`src/rtl/pwm_ramp_sequencer.sv`:
```
// pwm_ramp_sequencer
// Walks a PWM duty-cycle register from its current value toward a target in
// fixed-size steps spaced a programmable number of clock cycles apart.
// Steps saturate at the target, so the ramp never overshoots or wraps.
// duty_we strobes the PWM duty register once for every change of duty_out.
module pwm_ramp_sequencer #(
  parameter int INTERVAL_W = 16
) (
  input  logic                  clk,
  input  logic                  rst,
  input  logic                  start,
  input  logic                  abort,
  input  logic [7:0]            target_duty,
  input  logic [7:0]            step,
  input  logic [INTERVAL_W-1:0] interval,
  output logic [7:0]            duty_out,
  output logic                  duty_we,
  output logic                  busy,
  output logic                  done
);

  typedef enum logic [1:0] {
    IDLE   = 2'd0,
    RAMP   = 2'd1,
    FINISH = 2'd2
  } state_t;

  localparam logic [INTERVAL_W-1:0] CNT_ONE = {{(INTERVAL_W-1){1'b0}}, 1'b1};

  state_t                r_state;
  logic [7:0]            r_duty;
  logic                  r_duty_we;
  logic                  r_busy;
  logic                  r_done;
  logic [INTERVAL_W-1:0] r_cnt;
  logic [7:0]            r_target;
  logic [7:0]            r_step;
  logic [INTERVAL_W-1:0] r_interval;
  logic                  r_dir_up;

  // A zero step or interval would stall the ramp, so both are promoted to 1.
  logic [7:0]            w_step_eff;
  logic [INTERVAL_W-1:0] w_interval_eff;

  assign w_step_eff     = (step == 8'd0) ? 8'd1 : step;
  assign w_interval_eff = (interval == '0) ? CNT_ONE : interval;

  // Candidate next duty value, computed one bit wider so that overflow above
  // 255 and borrow below 0 are visible and clamp to the target instead.
  logic [8:0] w_up_sum;
  logic [8:0] w_dn_diff;
  logic [7:0] w_up_val;
  logic [7:0] w_dn_val;
  logic [7:0] w_next_duty;

  assign w_up_sum  = {1'b0, r_duty} + {1'b0, r_step};
  assign w_dn_diff = {1'b0, r_duty} - {1'b0, r_step};

  assign w_up_val  = (w_up_sum >= {1'b0, r_target}) ? r_target : w_up_sum[7:0];
  assign w_dn_val  = (w_dn_diff[8] || (w_dn_diff[7:0] <= r_target)) ? r_target
                                                                     : w_dn_diff[7:0];
  assign w_next_duty = r_dir_up ? w_up_val : w_dn_val;

  // Sequencer state machine; every output is a register updated here.
  // NOTE: sequential state uses non-blocking assignments so every register
  // samples pre-edge values regardless of statement order in this block.
  always_ff @(posedge clk) begin
    if (rst) begin
      r_state    <= IDLE;
      r_duty     <= 8'd0;
      r_duty_we  <= 1'b0;
      r_busy     <= 1'b0;
      r_done     <= 1'b0;
      r_cnt      <= '0;
      r_target   <= 8'd0;
      r_step     <= 8'd0;
      r_interval <= '0;
      r_dir_up   <= 1'b0;
    end else begin
      // Strobes default low and are raised only on the edge that earns them.
      r_duty_we <= 1'b0;
      r_done    <= 1'b0;

      unique case (r_state)
        IDLE: begin
          // abort outranks start; inputs are latched so later changes are inert.
          if (start && !abort) begin
            r_target   <= target_duty;
            r_step     <= w_step_eff;
            r_interval <= w_interval_eff;
            r_cnt      <= w_interval_eff - CNT_ONE;
            r_dir_up   <= (target_duty > r_duty);
            r_busy     <= 1'b1;
            if (target_duty == r_duty) begin
              r_state <= FINISH;
              r_done  <= 1'b1;
            end else begin
              r_state <= RAMP;
            end
          end
        end

        RAMP: begin
          if (abort) begin
            r_state <= IDLE;
            r_busy  <= 1'b0;
          end else if (r_cnt != '0) begin
            r_cnt <= r_cnt - CNT_ONE;
          end else begin
            // target != duty in RAMP and step >= 1, so every step is a change.
            r_duty    <= w_next_duty;
            r_duty_we <= 1'b1;
            r_cnt     <= r_interval - CNT_ONE;
            if (w_next_duty == r_target) begin
              r_state <= FINISH;
              r_done  <= 1'b1;
            end
          end
        end

        FINISH: begin
          // done was raised on entry; leave after its single cycle (or on abort).
          r_state <= IDLE;
          r_busy  <= 1'b0;
        end

        default: begin
          r_state <= IDLE;
          r_busy  <= 1'b0;
        end
      endcase
    end
  end

  assign duty_out = r_duty;
  assign duty_we  = r_duty_we;
  assign busy     = r_busy;
  assign done     = r_done;

endmodule

```
`config.mk`:
```
export PLATFORM = sky130hd
export DESIGN_NAME = pwm_ramp_sequencer
export DESIGN_NICKNAME = d
export VERILOG_FILES = /design/src/rtl/pwm_ramp_sequencer.sv
export SDC_FILE = /design/constraint.sdc
export NUM_CORES = 1
export LEC_CHECK = 0
export CAP_MARGIN = 30
export CORE_ASPECT_RATIO = 0.8
export CORE_MARGIN = 1.5
export CORE_UTILIZATION = 52
export CTS_CLUSTER_SIZE = 10
export DETAILED_ROUTE_END_ITERATION = 8
export HOLD_SLACK_MARGIN = 0.08
export PLACE_DENSITY = 0.81
export SYNTH_ARGS = -nofsm -noshare
export SYNTH_HDL_FRONTEND = slang
export SYNTH_SLANG_ARGS = --single-unit
```
`constraint.sdc`:
```
create_clock -name clk -period 3.7 [get_ports clk]
set_input_delay 0.555 -clock clk [delete_from_list [all_inputs] [get_ports clk]]
set_output_delay 0.555 -clock clk [all_outputs]
set_load 0.05 [all_outputs]
```
# Yosys cells after proc, flatten, opt, wreduce, memory -nomap -nowiden
# Index checks and enable logic that the tools add are counted.
[word_totals]
out_inout_bits = 11
reg_bits = 62
[op_classes]
reduce_logical = 14
bitwise = 3
n_lt_le_gt_ge = 3
n_mux = 25
n_eq_ne = 8
add_sub_neg = 5
[ops]
columns = ["cell", "count"]
rows = [
  ["two-way mux 16 bit", 4],
  ["subtractor 16 x 1 -> 16 bit (second input constant)", 3],
  ["two-way mux 8 bit", 4],
  ["case mux 16 bit (2 select lines)", 1],
  ["== test 8 bit", 2],
  ["zero test 16 bit", 1],
  ["nonzero test 16 bit", 1],
  ["two-way mux 2 bit", 5],
  ["adder 8 x 8 -> 9 bit", 1],
  ["greater-or-equal comparator 9 x 8 -> 1 bit", 1],
  ["AND reduction 3 bit", 3],
  ["subtractor 8 x 8 -> 9 bit", 1],
  ["> comparator 8 bit", 1],
  ["less-or-equal comparator 8 bit", 1],
  ["zero test 8 bit", 1],
  ["two-way mux 1 bit", 8],
  ["inequality test 2 bit (second input constant)", 3],
  ["inequality test 3 bit (second input constant)", 2],
  ["case mux 1 bit (2 select lines)", 2],
  ["case mux 2 bit (2 select lines)", 1],
  ["AND reduction 2 bit", 2],
  ["NOT 1 bit", 3],
  ["OR reduction 3 bit", 1],
  ["== test 2 x 1 -> 1 bit (second input constant)", 1],
  ["other kinds (5)", 5],
]

# Logic depth before layout (Yosys ltp)
[logic_depth]
ltp_word = 10
mapped_depth = 18

# Worst setup path after synthesis
# OpenSTA, ideal clock, no wires.
[synth_timing]
path_kind = "register -> register"
from = "register r_duty[2], in the netlist duty_out[2]"
to = "register r_done, in the netlist done"
t_arrival_ns = 3.991
period_less_slack_ns = 4.049
path_buffers = 1
path_stages_with_launch = 16
path_slack_ns = -0.349
cell_sequence = "dfxtp_1 ha_1 buf_4 or3b_1 a31oi_1 o21bai_1 a221o_1 xnor2_1 ha_1 nand3_1 nor4_1 nor3_2 nand2_1 a31oi_1 nor4_2 o21a_1"
[synth_via]
elab_chain_len = 10
word_cells_on_any_way = 16
cone_classes = "2 x add/sub; 2 x order compare; 2 x eq/ne; 9 x mux; 1 x reduce/logical"
[synth_lines]
columns = ["item", "line", "rtl"]
rows = [
  ["start: declaration", "31", "logic [7:0] r_duty;"],
  ["start signal: assignment", "111", "r_duty <= w_next_duty;"],
  ["subtractor 8 x 8 -> 9 bit", "57", "assign w_dn_diff = {1'b0, r_duty} - {1'b0, r_step};"],
  ["less-or-equal comparator 8 bit", "60", "assign w_dn_val = (w_dn_diff[8] || (w_dn_diff[7:0] <= r_target)) ? r_target"],
  ["logical OR 1 bit", "60", ""],
  ["two-way mux 8 bit", "60", ""],
  ["two-way mux 8 bit", "62", "assign w_next_duty = r_dir_up ? w_up_val : w_dn_val;"],
  ["== test 8 bit", "114", "if (w_next_duty == r_target) begin"],
  ["two-way mux 1 bit", "114", ""],
  ["two-way mux 1 bit", "107", "end else if (r_cnt != '0) begin"],
  ["two-way mux 1 bit", "104", "if (abort) begin"],
  ["case mux 1 bit (2 select lines) *", "84", "unique case (r_state)"],
  ["end signal: assignment", "82", "r_done <= 1'b0;"],
  ["end signal: assignment", "96", "r_done <= 1'b1;"],
  ["end signal: assignment", "116", "r_done <= 1'b1;"],
  ["end: declaration", "34", "logic r_done;"],
]
# Mark *: on every way between the ends. The rest lies on a longest branch, timed or not.
# A chain may end at the register's enable or synchronous reset.

# Worst setup path after layout
[layout_timing]
from = "register r_duty[0], in the netlist duty_out[0]"
to = "register r_done, in the netlist done"
# Same word-level chain as after synthesis.

==> implementation parameters <==
Parameter                              Value

Synth
  Number of library cell types mapped by synthesis    69
  Total of flip-flops plus latches after synthesis    62
  Syn avg cell area    7.71 um2
  Number of enable-type register cells in the synthesized netlist    0
  Cell Area, Synth    0.00466 mm2
  Synth Instances    605
  Sequential element share of the synthesized area    0.266
  Net count after synthesis    684
  Proportion of register bits with asynchronous set or reset after synthesis    0
  Total number of yosys warnings    0
  Primary FF master, synth    sky130_fd_sc_hd__dfxtp_1

Clock tree
  Clock transition time at the flip-flop clock pins of the worst setup and hold paths    70 ps
  CTS Root Buffer Type    sky130_fd_sc_hd__clkbuf_8
  Clock buffer count from CTS    9
  H-tree depth    3
  Number of sinks on the clock net    62
  Source-to-sink clock delay at the later pin of the worst-skew pair    360 ps
  CTS Buffer Depth    2
  CTS tree    built

Floorplan
  Die Footprint    0.00955 mm2
  Die height    87.7 um
  Die width    109 um
  Placement Rows    30
  Total core area    0.00860 mm2
  Effective utilization at floorplan    0.542
  # IOs    47

Status
  Violations in the final reports    negative setup slack
  Status    complete, but fails checks

Min path
  Min-delay src    r_interval[4]
  Min-Delay Path Depth    2
  Class of the most critical hold timing path    register to register

Detailed routing
  WL per Instance    17.7 um
  First drt pass iteration count    5
  Detail Route met3 WL    1230 um
  DRC Markers    0
  Residual antenna-violating net count after detailed routing    0
  Topmost layer with routed signal wires    met4
  Metal2 WL    6380 um
  DR vias    4,761
  Wire length reported by the detailed router    14,100 um
  Detailed-routing wirelength on met1    6240 um
  Number of vias per cell after detailed routing    5.99
  Drt first-iter violations    398

Power
  Power per standard cell area    334 mW/mm2
  Maximum ir drop on the vdd rail    0.219 mV
  Leak    2.26 nW

GRT
  Remaining global-route overflow    0
  Largest net degree at the start of global routing    36
  Vias in the first global route    4,484
  Initial antenna violation count    0
  First-pass GRT wire length    22,600 um
  All-Layer GR Usage    0.307

Critical path
  R2r worst-path depth    17
  Arrival time worst endpoint    3960 ps
  Largest driver fanout on the critical path    4
  CP startpoint kind    register
  Category of the most critical setup path    register to register
  WP data required    3950 ps
  Critical path capture point type    register
  Launch instance of the worst register-to-register path    duty_out[0]
  Start point of the critical path    duty_out[0]

Timing
  RSZ-0062 raised after global routing    yes
  Minimum period implied by the final worst setup slack    3710 ps
  Number of hold-slack violations in the final timing report    0
  Final setup fails    3
  Final period util    1.00
  Final Max Slew Viols    0
  Setup slack after layout    -8.64 ps
  Remaining max-slew budget at the tightest pin    0.444
  Worst slew pin tran    826 ps
  Final Skew    8.91 ps
  Fmax    270 MHz
  Worst-case hold slack    455 ps

Placed design
  Number of port buffers    46
  Total cell area at the placement stage    0.00531 mm2
  Detailed placer's ending HPWL    10,300 um
  Inst Count DP    753
  GPL Wtd Cong    0.942
  Worst slack at placement    -308 ps

Cells and area
  Total of fill cells in the finished design    736
  Fraction of layout instances using a drive strength above 1    0.187
  Area occupied by multi-input gates    0.00341 mm2
  Net total in the final layout    757
  Finished Layout Cells    795
  Summed area of non-filler cells in the final layout    0.00593 mm2
  Ant diodes    0
  Area occupied by registers    0.00125 mm2
  Area overhead of the layout relative to synthesis    27.2%
  Utilization after layout    0.690

Run
  Maximum capacitance violations    0
[worst paths after layout]
path              endpoint  slack [ps]
min          r_interval[4]         450
max                   done          -9
min reg2reg  r_interval[4]         450
max reg2reg           done          -9
[metrics by stage]
stage          total power [W]  setup TNS (ps)
3_3_place_gp           0.00129            -910
5_1_grt                0.00209           -1050
2_1_floorplan          0.00112               0
4_1_cts                0.00193               0
3_5_place_dp           0.00130           -1390
6_report               0.00198           -19.7
[critical path, cell delays in order, from the launching register on]
cell and delay (ps):
sky130_fd_sc_hd__dfxtp_2 350, sky130_fd_sc_hd__buf_4 110, sky130_fd_sc_hd__buf_4 100, sky130_fd_sc_hd__ha_2 190, sky130_fd_sc_hd__fa_2 220, sky130_fd_sc_hd__nand2b_1 110
sky130_fd_sc_hd__a211oi_4 350, sky130_fd_sc_hd__mux2_2 400, sky130_fd_sc_hd__nor2_2 230, sky130_fd_sc_hd__ha_4 250, sky130_fd_sc_hd__a21oi_2 160, sky130_fd_sc_hd__o221ai_2 130
sky130_fd_sc_hd__nor3_2 160, sky130_fd_sc_hd__buf_4 190, sky130_fd_sc_hd__nand3_1 130, sky130_fd_sc_hd__a21oi_2 260, sky130_fd_sc_hd__nor4_4 90, sky130_fd_sc_hd__o21a_1 180
[synthesized netlist by cell type, types with 8 or more instances]
master                      n  share of area
sky130_fd_sc_hd__nand2_1   98          0.079
sky130_fd_sc_hd__a21oi_1   62          0.067
sky130_fd_sc_hd__dfxtp_1   62           0.27
sky130_fd_sc_hd__ha_1      41           0.11
sky130_fd_sc_hd__nor2_1    40          0.032
sky130_fd_sc_hd__inv_1     37          0.030
sky130_fd_sc_hd__clkbuf_1  25          0.020
sky130_fd_sc_hd__a211oi_1  22          0.035
sky130_fd_sc_hd__nor3_1    21          0.023
sky130_fd_sc_hd__xnor2_1   20          0.038
sky130_fd_sc_hd__o21ai_0   14          0.015
sky130_fd_sc_hd__nand3_1   12          0.013
sky130_fd_sc_hd__nor4_1    11          0.015
sky130_fd_sc_hd__nand2b_1  10          0.013
sky130_fd_sc_hd__xor2_1    10          0.019
sky130_fd_sc_hd__o21a_1     8          0.013
[layout make-up]
type / count / area share
Multi-Input combinational cell: 474 / 0.576
Sequential cell: 62 / 0.211
Timing Repair Buffer: 94 / 0.138
Clock buffer: 12 / 0.0245
Tap cell: 112 / 0.0236
Inverter: 37 / 0.0234
Clock inverter: 4 / 0.00380
[power breakdown]
group          internal (W)  switching, W
registers          0.000702     0.0000352
clock network      0.000258      0.000268
logic              0.000338      0.000380
total               0.00130      0.000684
[metal layers]
metal  track usage  vias to the layer above
met5             0                        -
met4        0.0837                        0
met3        0.0781                       23
met2         0.472                      226
met1         0.426                     2226
li1              -                     2286
[cell families after synthesis]
kind of cell / after synthesis / share of synthesized area
flops: 62 / 0.266
xor+xnor: 36 / 0.0773
buf+inv: 69 / 0.0598
simple gates: 227 / 0.233
mux: 11 / 0.0271
fa+ha+maj: 43 / 0.119
compound gates: 157 / 0.218
[cells in the final DEF, fill, tap and decap left out, types with 3 or more instances in the layout]
cell type / netlist / final
sky130_fd_sc_hd__clkbuf_8: 0 / 10
sky130_fd_sc_hd__clkinv_2: 0 / 3
sky130_fd_sc_hd__o21a_1: 8 / 8
sky130_fd_sc_hd__xnor2_2: 3 / 6
sky130_fd_sc_hd__nand4_1: 4 / 4
sky130_fd_sc_hd__o211ai_1: 6 / 6
sky130_fd_sc_hd__nor2_1: 40 / 37
sky130_fd_sc_hd__dfxtp_1: 62 / 58
sky130_fd_sc_hd__ha_1: 41 / 36
sky130_fd_sc_hd__nand2_1: 98 / 97
sky130_fd_sc_hd__a21oi_2: 0 / 5
sky130_fd_sc_hd__or2_1: 3 / 3
sky130_fd_sc_hd__o21ai_2: 1 / 3
sky130_fd_sc_hd__a21oi_1: 62 / 57
sky130_fd_sc_hd__a211oi_1: 22 / 18
sky130_fd_sc_hd__a211oi_2: 1 / 3
sky130_fd_sc_hd__mux2i_1: 7 / 7
sky130_fd_sc_hd__o21ai_0: 14 / 12
sky130_fd_sc_hd__nor4_1: 11 / 10
sky130_fd_sc_hd__a211o_1: 3 / 3
sky130_fd_sc_hd__o21ai_1: 7 / 7
sky130_fd_sc_hd__xor2_1: 10 / 10
sky130_fd_sc_hd__xor2_2: 3 / 3
sky130_fd_sc_hd__clkdlybuf4s50_1: 0 / 45
sky130_fd_sc_hd__xnor2_1: 20 / 17
sky130_fd_sc_hd__inv_1: 37 / 35
sky130_fd_sc_hd__nor3_1: 21 / 19
sky130_fd_sc_hd__nand2b_1: 10 / 10
sky130_fd_sc_hd__or4_1: 3 / 3
sky130_fd_sc_hd__ha_4: 0 / 3
sky130_fd_sc_hd__nor2b_1: 7 / 7
sky130_fd_sc_hd__or3_1: 3 / 3
sky130_fd_sc_hd__nor4_4: 1 / 3
sky130_fd_sc_hd__buf_4: 2 / 47
sky130_fd_sc_hd__dfxtp_2: 0 / 3
sky130_fd_sc_hd__nand3_1: 12 / 11
[timing repair]
action | CTS | global route
buffers inserted | 25 | 3
pin swaps | 16 | 28
resized for setup | 21 | 30
hold buffers | 0 | 0
endpoints found under the setup margin | 11 | 11
[state kept, by name, summed over array words and instances, names as in the netlist]
register,count
r_cnt,16
r_interval,16
duty_out,8
r_step,8
r_target,8
r_state,2
busy,1
done,1
duty_we,1
r_dir_up,1
Power figures use the tool's default switching activity.
